==> src/rtl/display_scan_driver.sv <==
// Time-multiplexed 8-digit 7-segment scan driver with active-low anode/segment outputs.
// Optional anti-ghosting blanking at the start of each slot: define SCAN_BLANK_EN.
module display_scan_driver #(
    parameter int CLK_FREQ_HZ  = 100_000_000,
    parameter int SCAN_HZ      = 1_000,
    parameter int BLANK_CYCLES = 16
) (
    input  logic       clock,
    input  logic       reset,
    input  logic [5:0] d1,
    input  logic [5:0] d2,
    input  logic [5:0] d3,
    input  logic [5:0] d4,
    input  logic [5:0] d5,
    input  logic [5:0] d6,
    input  logic [5:0] d7,
    input  logic [5:0] d8,
    output logic [7:0] an,
    output logic [7:0] dec_ddp,
    output logic [2:0] scan_idx
);

    localparam int DIV   = CLK_FREQ_HZ / SCAN_HZ;
    localparam int CNT_W = (DIV > 1) ? $clog2(DIV) : 1;
    localparam logic [CNT_W-1:0] CNT_MAX = CNT_W'(DIV - 1);

    logic [CNT_W-1:0] cnt_q, cnt_d;
    logic [2:0]       idx_q, idx_d;
    logic [7:0]       an_q, an_d;
    logic [7:0]       dec_q, dec_d;
    logic [2:0]       sidx_q;
    logic [5:0]       word_sel;
    logic             blank;

    // Active-low {a,b,c,d,e,f,g}; every hex value gets a distinct glyph.
    function automatic logic [6:0] seg7(input logic [3:0] hex);
        logic [6:0] s;
        case (hex)
            4'h0:    s = 7'b0000001;
            4'h1:    s = 7'b1001111;
            4'h2:    s = 7'b0010010;
            4'h3:    s = 7'b0000110;
            4'h4:    s = 7'b1001100;
            4'h5:    s = 7'b0100100;
            4'h6:    s = 7'b0100000;
            4'h7:    s = 7'b0001111;
            4'h8:    s = 7'b0000000;
            4'h9:    s = 7'b0000100;
            4'hA:    s = 7'b0001000;
            4'hB:    s = 7'b1100000;
            4'hC:    s = 7'b0110001;
            4'hD:    s = 7'b1000010;
            4'hE:    s = 7'b0110000;
            default: s = 7'b0111000;
        endcase
        return s;
    endfunction

    always_comb begin
        cnt_d = cnt_q + 1'b1;
        idx_d = idx_q;
        if (cnt_q == CNT_MAX) begin
            cnt_d = '0;
            idx_d = idx_q + 3'd1;
        end
    end

    always_comb begin
        word_sel = d1;
        case (idx_q)
            3'd0: word_sel = d1;
            3'd1: word_sel = d2;
            3'd2: word_sel = d3;
            3'd3: word_sel = d4;
            3'd4: word_sel = d5;
            3'd5: word_sel = d6;
            3'd6: word_sel = d7;
            3'd7: word_sel = d8;
            default: word_sel = d1;
        endcase
    end

`ifdef SCAN_BLANK_EN
    localparam logic [CNT_W-1:0] BLANK_LIM = CNT_W'(BLANK_CYCLES);
    assign blank = (cnt_q < BLANK_LIM);
`else
    assign blank = 1'b0;
`endif

    // Input words are read live, so an edit to the active digit shows on the next clock.
    always_comb begin
        an_d  = 8'hFF;
        dec_d = 8'hFF;
        if (!blank && word_sel[5]) begin
            an_d  = ~(8'b1 << idx_q);
            dec_d = {seg7(word_sel[4:1]), word_sel[0]};
        end
    end

    // ---- output register stage: one clock behind idx/cnt and the inputs ----
    always_ff @(posedge clock or posedge reset) begin
        if (reset) begin
            cnt_q  <= '0;
            idx_q  <= 3'd0;
            an_q   <= 8'hFF;
            dec_q  <= 8'hFF;
            sidx_q <= 3'd0;
        end else begin
            cnt_q  <= cnt_d;
            idx_q  <= idx_d;
            an_q   <= an_d;
            dec_q  <= dec_d;
            sidx_q <= idx_q;
        end
    end

    assign an       = an_q;
    assign dec_ddp  = dec_q;
    assign scan_idx = sidx_q;

endmodule

==> config.mk <==
export PLATFORM = sky130hd
export DESIGN_NAME = display_scan_driver
export DESIGN_NICKNAME = d
export VERILOG_FILES = /design/src/rtl/display_scan_driver.sv
export SDC_FILE = /design/constraint.sdc
export NUM_CORES = 1
export LEC_CHECK = 0
export ABC_AREA = 1
export CAP_MARGIN = 20
export CORE_MARGIN = 2
export CORE_UTILIZATION = 48
export CTS_CLUSTER_SIZE = 8
export DETAILED_ROUTE_END_ITERATION = 7
export GPL_TIMING_DRIVEN = 0
export PLACE_DENSITY_LB_ADDON = 0.1
export RECOVER_POWER = 100
export SYNTH_ARGS = -nofsm -noshare
export SYNTH_HDL_FRONTEND = slang
export SYNTH_SLANG_ARGS = --single-unit
==> constraint.sdc <==
create_clock -name clock -period 2.5 [get_ports clock]
set_input_delay 0.625 -clock clock [delete_from_list [all_inputs] [get_ports clock]]
set_output_delay 0.625 -clock clock [all_outputs]
set_load 0.01 [all_outputs]
After elaboration in Yosys (flattened, before gate mapping)
Memories as Yosys holds them, arrays and structs flattened.
Index checks and enable logic that the tools add are counted.
- word-level logic and storage cells: 23
- output and inout port bits: 19
- memories kept: 1
- memory bits (read-only): 112
- register bits: 39
- input port bits: 50
- memories (name ; depth ; width ; read ports ; clocked after memory_dff ; write ports ; RTL line ; text):
    (name not given) ; 16 ; 7 ; 1 ; 0 ; 0 ; 38 ; case (hex)
- equality and inequality tests: 8
- shift-type cells: 1
- multiplexer cells: 4
- $add $sub $neg: 2
- reductions and logical operators: 1
- bitwise operators: 1
- operators with widths (cell ; count):
    $pmux W6 S8 ; 1
    $add A17 B1 Y17 const B ; 1
    $eq A17 B17 Y1 const B ; 1
    $mux W17 ; 1
    $mux W8 ; 2
    $eq A3 B3 Y1 const B ; 4
    $not A8 Y8 ; 1
    $shl A1 B3 Y8 const A ; 1
    $eq A3 B2 Y1 const B ; 2
    $add A3 B1 Y3 const B ; 1
    $eq A3 B1 Y1 const B ; 1
    $logic_not A3 Y1 ; 1

Depth between registers and ports, before layout
Gate-level depths: netlist of the first run.
An unclocked memory read counts as a cell.
- depth after elaboration: 4
- depth in mapped cells: 15
- mapped depth without buffers: 15

Worst setup path after synthesis of the first run
Ideal clock, no wire load.
- path type: register -> register
- start: register idx_q[1]
- end: register dec_q[5], in the netlist dec_ddp[5]
- path buffers: 1
- slack: 412 ps
- arrival time: 2024 ps
- clock period less this slack: 2088 ps
- stages on the path, launching flop included: 13
- library setup time: 64 ps
- cells stage by stage: dfrtp_1 inv_1 ha_1 inv_1 nand3_4 buf_6 or2_0 a21boi_1 ha_1 inv_1 nand3_1 or2_1 nand3_1
- word-level cells in the longest chain between the ends: 4
- ends and longest elaborated chain (what ; RTL line ; text):
    from (decl) ; 28 ; logic [2:0] idx_q, idx_d;
    from (signal assigned) ; 110 ; idx_q <= idx_d;
    $eq A3 B3 Y1, or another cell as far along ; 70 ; case (idx_q)
    $pmux W6 S8 * ; 70 ;
    $mem_v2 Z16 W7 ; n/a ;
    $mux W8 * ; 94 ; if (!blank && word_sel[5]) begin
    named net dec_d[5] ; 30 ; logic [7:0] dec_q, dec_d;
    to (signal assigned) ; 106 ; dec_q <= 8'hFF;
    to (signal assigned) ; 112 ; dec_q <= dec_d;
    to (decl) ; 30 ;
The timed path passes the listed nets; every way through them passes the cells marked *.
A chain may end at the register's enable or synchronous reset.

Final worst setup path of the first run
Ends and elaborated chain as after synthesis.

==> results of run 1 <==
[state kept, by name, summed over array words and instances, names as in the netlist]
name	count
dec_ddp	8
an	8
idx_q	3
cnt_q	17
scan_idx	3
[worst max-delay path by stage]
stage | from | endpoint | slack [ns] | cells past startpoint
6_report | idx_q[1] | dec_ddp[5] | 0.26 | 13
5_1_grt | idx_q[0] | an[4] | 0.03 | 12
4_1_cts | idx_q[1] | dec_ddp[5] | 0.1 | 14
3_5_place_dp | idx_q[1] | dec_ddp[5] | 0.12 | 14
3_3_place_gp | idx_q[1] | dec_ddp[5] | 0.1 | 14
2_1_floorplan | idx_q[1] | dec_ddp[5] | 0.41 | 12
[cell usage in the layout (no fill, tap or decap), types with 2 or more instances in the layout]
cell type	synthesis	routed
nand4_1	9	9
or2_1	2	2
nor2_1	35	34
dlygate4sd3_1	0	20
o21ai_0	6	7
inv_2	3	3
or2_0	3	3
nand2_1	93	93
nand2_4	3	3
xor2_1	7	7
nand3_1	31	31
nand3_2	2	2
nor3_1	4	4
ha_1	13	12
nand2_2	5	5
buf_6	3	2
clkdlybuf4s50_1	0	48
a21oi_1	7	7
inv_1	42	42
dfrtp_1	23	23
clkbuf_1	0	2
nor4_1	1	2
clkbuf_8	0	6
dfstp_2	16	16
nor2_2	2	3
[per-layer routing]
layer	wire, microns	vias up
li1	-	1161
met1	2430	1004
met2	2890	69
met3	262	15
met4	194	0
met5	0	-
[cell families after synthesis]
kind of cell	share of synthesized area, %
and+or+nand+nor	36.1
adders and majority gates	6.64
DFF	40.7
AOI/OAI and AO/OA	4.60
xor gates and xnor gates	2.86
buffers and inverters	9.14
[metrics by stage]
step	hold slack (ns)	cells
finish	0.455	469
global route	0.479	469
CTS	0.446	469
detailed placement	0.431	461
global placement	0.406	461
floorplan	0.400	323
[power groups by stage]
stage | registers (mW) | logic, mW | clock network (mW)
after global routing | 0.652 | 0.187 | 0.573
final | 0.651 | 0.167 | 0.532
after global placement | 0.663 | 0.174 | 0
after floorplan | 0.669 | 0.0580 | 0
after detailed placement | 0.663 | 0.175 | 0
after CTS | 0.652 | 0.175 | 0.548
[final cells by class]
class	count	area, sq um
flip-flops and latches	39	996
clock inverters	2	35.0
repair buffers	68	681
clock buffers	6	82.6
well taps	70	87.6
multi-input cells	233	1230
fillers	451	1680
inverters	46	178
plain buffers	5	37.5
[repair_timing]
action / in CTS / in global routing
resized for setup: 0 / 3
hold buffers: 0 / 0
endpoints found under the setup margin: 0 / 6
==> metrics.txt, run 1 <==
status finished, final reports clean; synth cell count leaders 93 x nand2_1, 42 x inv_1, 35 x nor2_1; CP dominant cell by count nand3_1; row count 26; Synth async-reset ratio 100%; vias per inst 4.80; vias around 2200; met3 GRT Util 4.10%; share of cells above drive strength 1 roughly 12%; most common cell in the netlist nand2_1; DR WL/cell around 12 microns; Hold Vio Cnt, Final 0; total CTS buffers 5; postcts setup bufs 0; Net Sw Frac between 20% and 30%; TritonCTS clock tree done; Sequential Power Share ~48%; met2 usage ~38%; area leader, netlist dfrtp_1; Final period util roughly 90%; Reg clk slew, reported paths approximately 0.070 ns; origin of the critical flop-to-flop path idx_q[1]; Psw 0.278 mW; hold path endpoint scan_idx[0]; GR Layer Usage met1 between 20% and 30%; top cell type's share of synthesized area between 20% and 30%; crit path cell chain inv_2, ha_2, inv_1, nand3_4, buf_6, nand3_1, nor2_1, a21boi_1, ha_1, inv_1, nand3_1, or2_1, nand3_1; crit end category register; fin crit period 2.24 ns; initial antenna violation count 0; Placed Area approximately 3200 sq um; Area growth syn-to-layout 35.8%; Avg Cell Area, Syn around 7.6 sq um; Clock Sinks 39; DRC 0; IO Pins slightly below 70; most used routing layer met2; Largest stage delay, worst path between 0.4 and 0.5 ns; Initial Util about half; vias in the first global route roughly 2200; Critical R2R Capture dec_ddp[5]; buffers and inverters on the worst path 4; register area share after synthesis around two fifths; Synth area leaders dfrtp_1 23%, dfstp_2 17%, nand2_1 14%; gr ovfl total 0; kind of critical path reg2reg; cell family with most CP delay simple AND/OR/NAND/NOR gates; r2r worst-path depth 13; Worst-Margin Slew roughly 1.4 ns; Mapped Area 2450 sq um; power per standard cell area between 400 and 500 nW/um^2; Final Slew Violations 0; Worst Min Path Start idx_q[0]; pin count of the biggest net entering global routing 40; Int Pwr around 1.1 mW; fmax roughly 450 MHz; synthesized net count ~390; Comb power frac between 10% and 20%; crit path DAT between 2 and 2.5 ns; hold path depth 0; Die Area around 5700 sq um; Final setup violation count 0; Min-Delay Path Class reg2reg; # diodes 0; maximum VDD drop 0.219 mV; slew margin rel. 6.88%; number of synthesized flops with an enable pin 0; Synth Instances ~320; Reg2Reg Setup Slack 0.26 ns; routed wire length roughly 5.8 mm; Max-Cap Viols 0; DP Worst Slack around 0.12 ns; detailed router's first-iteration violation count 100; final worst slack between 0.2 and 0.3 ns; Pwr Total between 1 and 1.5 mW; CTS Buffer Depth 2; CP max FO 10; post-layout util 66.4%; H-tree lvl count 2; Die Y between 70 and 80 microns; core area approximately 5000 sq um; DRT Pass-1 Iters 4; final setup TNS 0 ns; post-DP HPWL 4.71 mm; CTS root buf clkbuf_8; worst path required time between 2 and 3 ns; post-synth cell types 34; Global Route Usage Sum between 20% and 30%; clock network fraction of total power about two fifths; Main synth FF type dfrtp_1; Port Buffers between 60 and 70; Worst path slowest cell dfrtp_1; Design Area, Final between 3000 and 4000 sq um; first-pass GRT wire length ~9.6 mm; Yosys reg bits 39; leakage between 1.5 and 2 nW; crit start category register; post-route ant nets 0; RSZ-0062 raised after global routing false; clk_lat worst skew around 0.28 ns; yosys warns 0; GPL Wtd Cong ~0.89; die width approximately 75 microns; clock skew approximately 0.0064 ns; fin nets between 400 and 500
(Power assumes the default switching activity.)
==> run 2, diff against run 1 <==
- CORE_UTILIZATION: 48 -> 45
- CTS_BUF_LIST: unset -> sky130_fd_sc_hd__clkbuf_8
- GPL_TIMING_DRIVEN: 0 -> unset
- clock period: 2.5 -> 2 ns (I/O delays scaled with it)
==> metrics.txt, run 2 (synthesis results as in run 1) <==
Reg clk slew, reported paths approximately 0.070 ns; DRT Pass-1 Iters 4; crit end category register; vias in the first global route between 2000 and 2500; CTS Buffer Depth 2; die width a little under 80 microns; core area about 5200 sq um; Fillers approximately 390; post-route ant nets 0; leakage about 1.7 nW; commonest non-fill, non-tap cell in the layout nand2_1; H-tree lvl count 2; r2r worst-path depth 11; routed wire length ~6.9 mm; GPL Wtd Cong just under 0.9; initial antenna violation count 0; vias per inst slightly above 5; Reg2Reg Setup Slack -0.03 ns; DP Worst Slack -0.122 ns; Final setup violation count 3; # diodes 0; status finished, violations left; RSZ-0062 raised after global routing true; total CTS buffers 5; hold path depth 1; Largest Register cnt_q; TritonCTS clock tree done; Final Slew Violations 0; Die Y between 70 and 80 microns; Design Area, Final around 3800 sq um; first-pass GRT wire length roughly 11 mm; storage element area approximately 1000 sq um; Clock Sinks 39; Initial Util between 40% and 50%; fin crit period 2.03 ns; share of cells above drive strength 1 27.6%; detailed router's first-iteration violation count around 160; post-DP HPWL between 5 and 6 mm; pin count of the biggest net entering global routing 40; most frequent cells in the layout 89 x nand2_1, 68 x clkdlybuf4s50_1, 38 x inv_1; gr ovfl total 0; post-route insts no fill 494; DP Cell Count just under 500; Worst Min Path Start cnt_q[0]; clock skew 0.00165 ns; Global Route Usage Sum between 20% and 30%; worst path required time between 2 and 2.5 ns; Critical R2R Capture dec_ddp[5]; Fin Hold WS approximately 0.48 ns; crit path DAT roughly 2.3 ns; crit start category register; CTS root buf clkbuf_8; slew margin rel. 67.2%; max reg flops 17; final worst slack -0.0340 ns; multi-input logic area approximately 1500 sq um; Port Buffers between 60 and 70; row count 26; DR WL/cell ~14 microns; kind of critical path reg2reg; Worst-Margin Slew between 0.4 and 0.5 ns; origin of the critical flop-to-flop path idx_q[0]; maximum VDD drop slightly below 0.3 mV; fmax between 400 and 500 MHz; IO Pins between 60 and 70; CP max FO 5; power per standard cell area 414 nW/um^2; Pwr Total 1.57 mW; failing checks negative setup slack; clk_lat worst skew about 0.28 ns; vias 2510; Die Area around 6000 sq um; Hold Vio Cnt, Final 0; Final period util 102%; Placed Area between 3000 and 4000 sq um; DRC 0; Max-Cap Viols 0; fin nets between 400 and 500; Min-Delay Path Class reg2reg; hold path endpoint cnt_q[0]; Area growth syn-to-layout 54.9%
## run 2: cell count changes in the layout (fill, tap and decap cells not counted), sizes merged
| cell | delta |
|---|---|
| dlygate4sd3 | -20 |
| clkdlybuf4s50 | +20 |
| inv | +2 |
| buf | +27 |
| clkbuf | -3 |
| bufinv | -1 |
## run 2: per-stage QoR
| stage | TNS, ns | utilization, % |
|---|---|---|
| floorplan | 0 | - |
| global placement | -0.727 | 65.5 |
| detailed placement | -0.741 | 65.5 |
| CTS | -0.0179 | 70.4 |
| global route | -0.520 | 73.4 |
| finish | -0.0679 | 73.4 |
## run 2: power breakdown
| group | switching, mW | leakage, nW | internal, mW |
|---|---|---|---|
| clock | 0.259 | 0.0505 | 0.234 |
| combinational | 0.108 | 1.18 | 0.156 |
| sequential | 0.00318 | 0.470 | 0.811 |
| total | 0.370 | 1.71 | 1.20 |
## run 2: area by class of cell
cell class | count | area share (%)
clock buffer | 5 | 1.81
clock inverter | 3 | 0.330
inverter | 46 | 4.88
multi-input combinational | 233 | 39.8
sequential | 39 | 26.3
tap | 70 | 2.31
timing repair buffer | 98 | 24.5
## run 2: metal layers
metal  global-route usage, %  routed length, microns  up-vias
li1                        -                       -     1218
met1                    27.8                    2750     1158
met2                    40.9                    3550      124
met3                    4.07                     479       10
met4                    8.04                     114        0
met5                       0                       0        -
## run 2: critical path, stage by stage, from the launching register on
cell	delay, ns
dfrtp_2	0.46
buf_6	0.14
ha_4	0.17
inv_4	0.07
nand3_4	0.11
or2_4	0.25
a21boi_4	0.17
ha_4	0.18
inv_2	0.07
nand3_2	0.08
or2_1	0.21
nand3_1	0.06
## run 2: worst max-delay path by stage
stage,startpoint,end,cells past startpoint
2_1_floorplan,idx_q[1],dec_ddp[5],12
3_3_place_gp,d1[1],dec_ddp[2],8
3_5_place_dp,d1[1],dec_ddp[2],8
4_1_cts,idx_q[0],dec_ddp[6],12
5_1_grt,idx_q[0],dec_ddp[6],15
6_report,idx_q[0],dec_ddp[5],11
## run 2: timing repair
action,in CTS,in global routing
hold buffers,0,0
pin swaps,11,13
endpoints found under the setup margin,7,7
gates resized for setup,33,33
setup buffers,3,1
==> run 3, diff against run 2 <==
--- a/constraint.sdc
+++ b/constraint.sdc
@@ -3,2 +3,2 @@
 set_output_delay 0.5 -clock clock [all_outputs]
-set_load 0.01 [all_outputs]
+set_load 0.1 [all_outputs]
==> metrics.txt, run 3 (synthesis results as in run 1) <==
status finished, violations left; Global Route Usage Sum 24.0%; Pwr Total 1.88 mW; GPL Wtd Cong 0.915; Clock Sinks 39; DR WL/cell 14.6 microns; crit start category register; IO Pins 69; crit path cell chain buf_6, ha_4, inv_4, nor2_4, nand2_1, nand2_1, nor2_2, nand3_2, nand2_4, inv_1, ha_1, nand3_1, nand3_1, nand2_1, nand2_1; max reg flops 17; power per standard cell area 481 nW/um^2; clock skew between 0.004 and 0.005 ns; Fin Hold WS 0.462 ns; Initial Util 47.4%; wl on met1 about 2.8 mm; fmax just under 500 MHz; leakage around 1.8 nW; share of cells above drive strength 1 roughly 31%; vias per inst roughly 5; CTS Buffer Depth 2; Port Buffers 68; Sequential Power Share a little over two fifths; Placed Area 3540 sq um; cell family with most CP delay simple AND/OR/NAND/NOR gates; core area just over 5000 sq um; Min-Delay Path Class reg2reg; die width about 80 microns; clock network fraction of total power 36.3%; WL met3 407 microns; Final Slew Violations 0; worst path required time about 2.2 ns; Reg clk slew, reported paths ~0.080 ns; crit end category register; Worst-Margin Slew roughly 0.49 ns; detailed router's first-iteration violation count about 130; Final setup violation count 6; Design Area, Final between 3000 and 4000 sq um; Largest stage delay, worst path between 0.4 and 0.5 ns; fin nets about 500; RSZ-0062 raised after global routing true; Worst path slowest cell dfrtp_2; total CTS buffers 5; buffers and inverters on the worst path 3; Hold Vio Cnt, Final 0; final worst slack -0.0748 ns; most frequent cells in the layout 89 x nand2_1, 49 x clkdlybuf4s50_1, 37 x inv_1; Max Used Layer met4; fin crit period slightly above 2 ns; post-route ant nets 0; vias in the first global route between 2000 and 3000; H-tree lvl count 2; Die Y around 78 microns; TritonCTS clock tree done; Psw slightly below 0.5 mW; first-pass GRT wire length roughly 11 mm; CP dominant cell by count nand2_1; pin count of the biggest net entering global routing 33; maximum VDD drop about 0.31 mV; DRC 0; Max-Cap Viols 0; post-layout util around 75%; Final period util 104%; # diodes 0; initial antenna violation count 0; DP Cell Count 482; post-DP HPWL roughly 5.3 mm; Hold Buf Count CTS 0; final setup TNS -0.183 ns; DP Worst Slack -0.131 ns; Area growth syn-to-layout 59.3%; Largest Register cnt_q; failing checks negative setup slack; kind of critical path reg2reg; CP max FO 5; clk_lat worst skew a little under 0.3 ns; metal2 WL 3.77 mm; Int Pwr roughly 1.4 mW; vias 2490; slew margin rel. 67.0%; post-route insts no fill a little under 500; crit path DAT approximately 2.3 ns; Comb power frac just under 20%; DRT Pass-1 Iters 5; routed wire length ~7.2 mm; commonest non-fill, non-tap cell in the layout nand2_1; Net Sw Frac 25.6%; Die Area a little over 6000 sq um; CTS root buf clkbuf_8; row count 26; gr ovfl total 0
## run 3: changes by cell type in the layout (fill, tap and decap cells not counted), sizes merged
cell,delta
buf,+18
clkdlybuf4s50,-19
nand2,+1
inv,-2
bufinv,+1
clkbuf,+1
## run 3: power by group through the flow
stage                     Combinational, mW  Clock, mW  Sequential, mW
after floorplan                      0.0727          0           0.931
after global placement                0.349          0           0.838
after detailed placement              0.352          0           0.838
after CTS                             0.359      0.697           0.824
after global routing                  0.393      0.730           0.825
final                                 0.373      0.681           0.824
## run 3: cell type report
type,instances,area (sq um)
Multi-Input combinational cell,234,1440
Fill cell,381,1270
Timing Repair Buffer,97,1070
Sequential cell,39,1000
Inverter,46,185
Tap cell,70,87.6
Clock buffer,6,82.6
Clock inverter,2,35.0
## run 3: what timing repair did
action | 4_1_cts | 5_1_grt
pin swaps | 7 | 20
setup buffers | 2 | 1
gates resized for setup | 21 | 32
setup endpoints to repair | 7 | 7
gates cloned | 0 | 1
## run 3: worst reg2reg max path, stage by stage (launching register included)
cell and delay [ns]:
dfrtp_2 0.47, buf_6 0.15, ha_4 0.17, inv_4 0.07, nor2_4 0.05, nand2_1 0.06, nand2_1 0.06, nor2_2 0.12
nand3_2 0.12, nand2_4 0.09, inv_1 0.06, ha_1 0.27, nand3_1 0.08, nand3_1 0.08, nand2_1 0.09, nand2_1 0.06
## run 3: routing by layer
metal | GRT usage, % | vias up
li1 | - | 1218
met1 | 27.3 | 1150
met2 | 42.9 | 106
met3 | 5.00 | 16
met4 | 11.1 | 0
met5 | 0 | -
## run 3: path summary, 6_finish.rpt
kind / cells past startpoint / from / end / slack [ns]
min in group asynchronous: 2 / reset / dec_ddp[6] / 0.76
max in group asynchronous: 3 / reset / an[4] / 0.97
hold / removal: 1 / cnt_q[0] / cnt_q[0] / 0.46
setup reg to reg: 15 / idx_q[0] / dec_ddp[4] / -0.07
hold reg to reg: 1 / cnt_q[0] / cnt_q[0] / 0.46
setup / recovery: 15 / idx_q[0] / dec_ddp[4] / -0.07
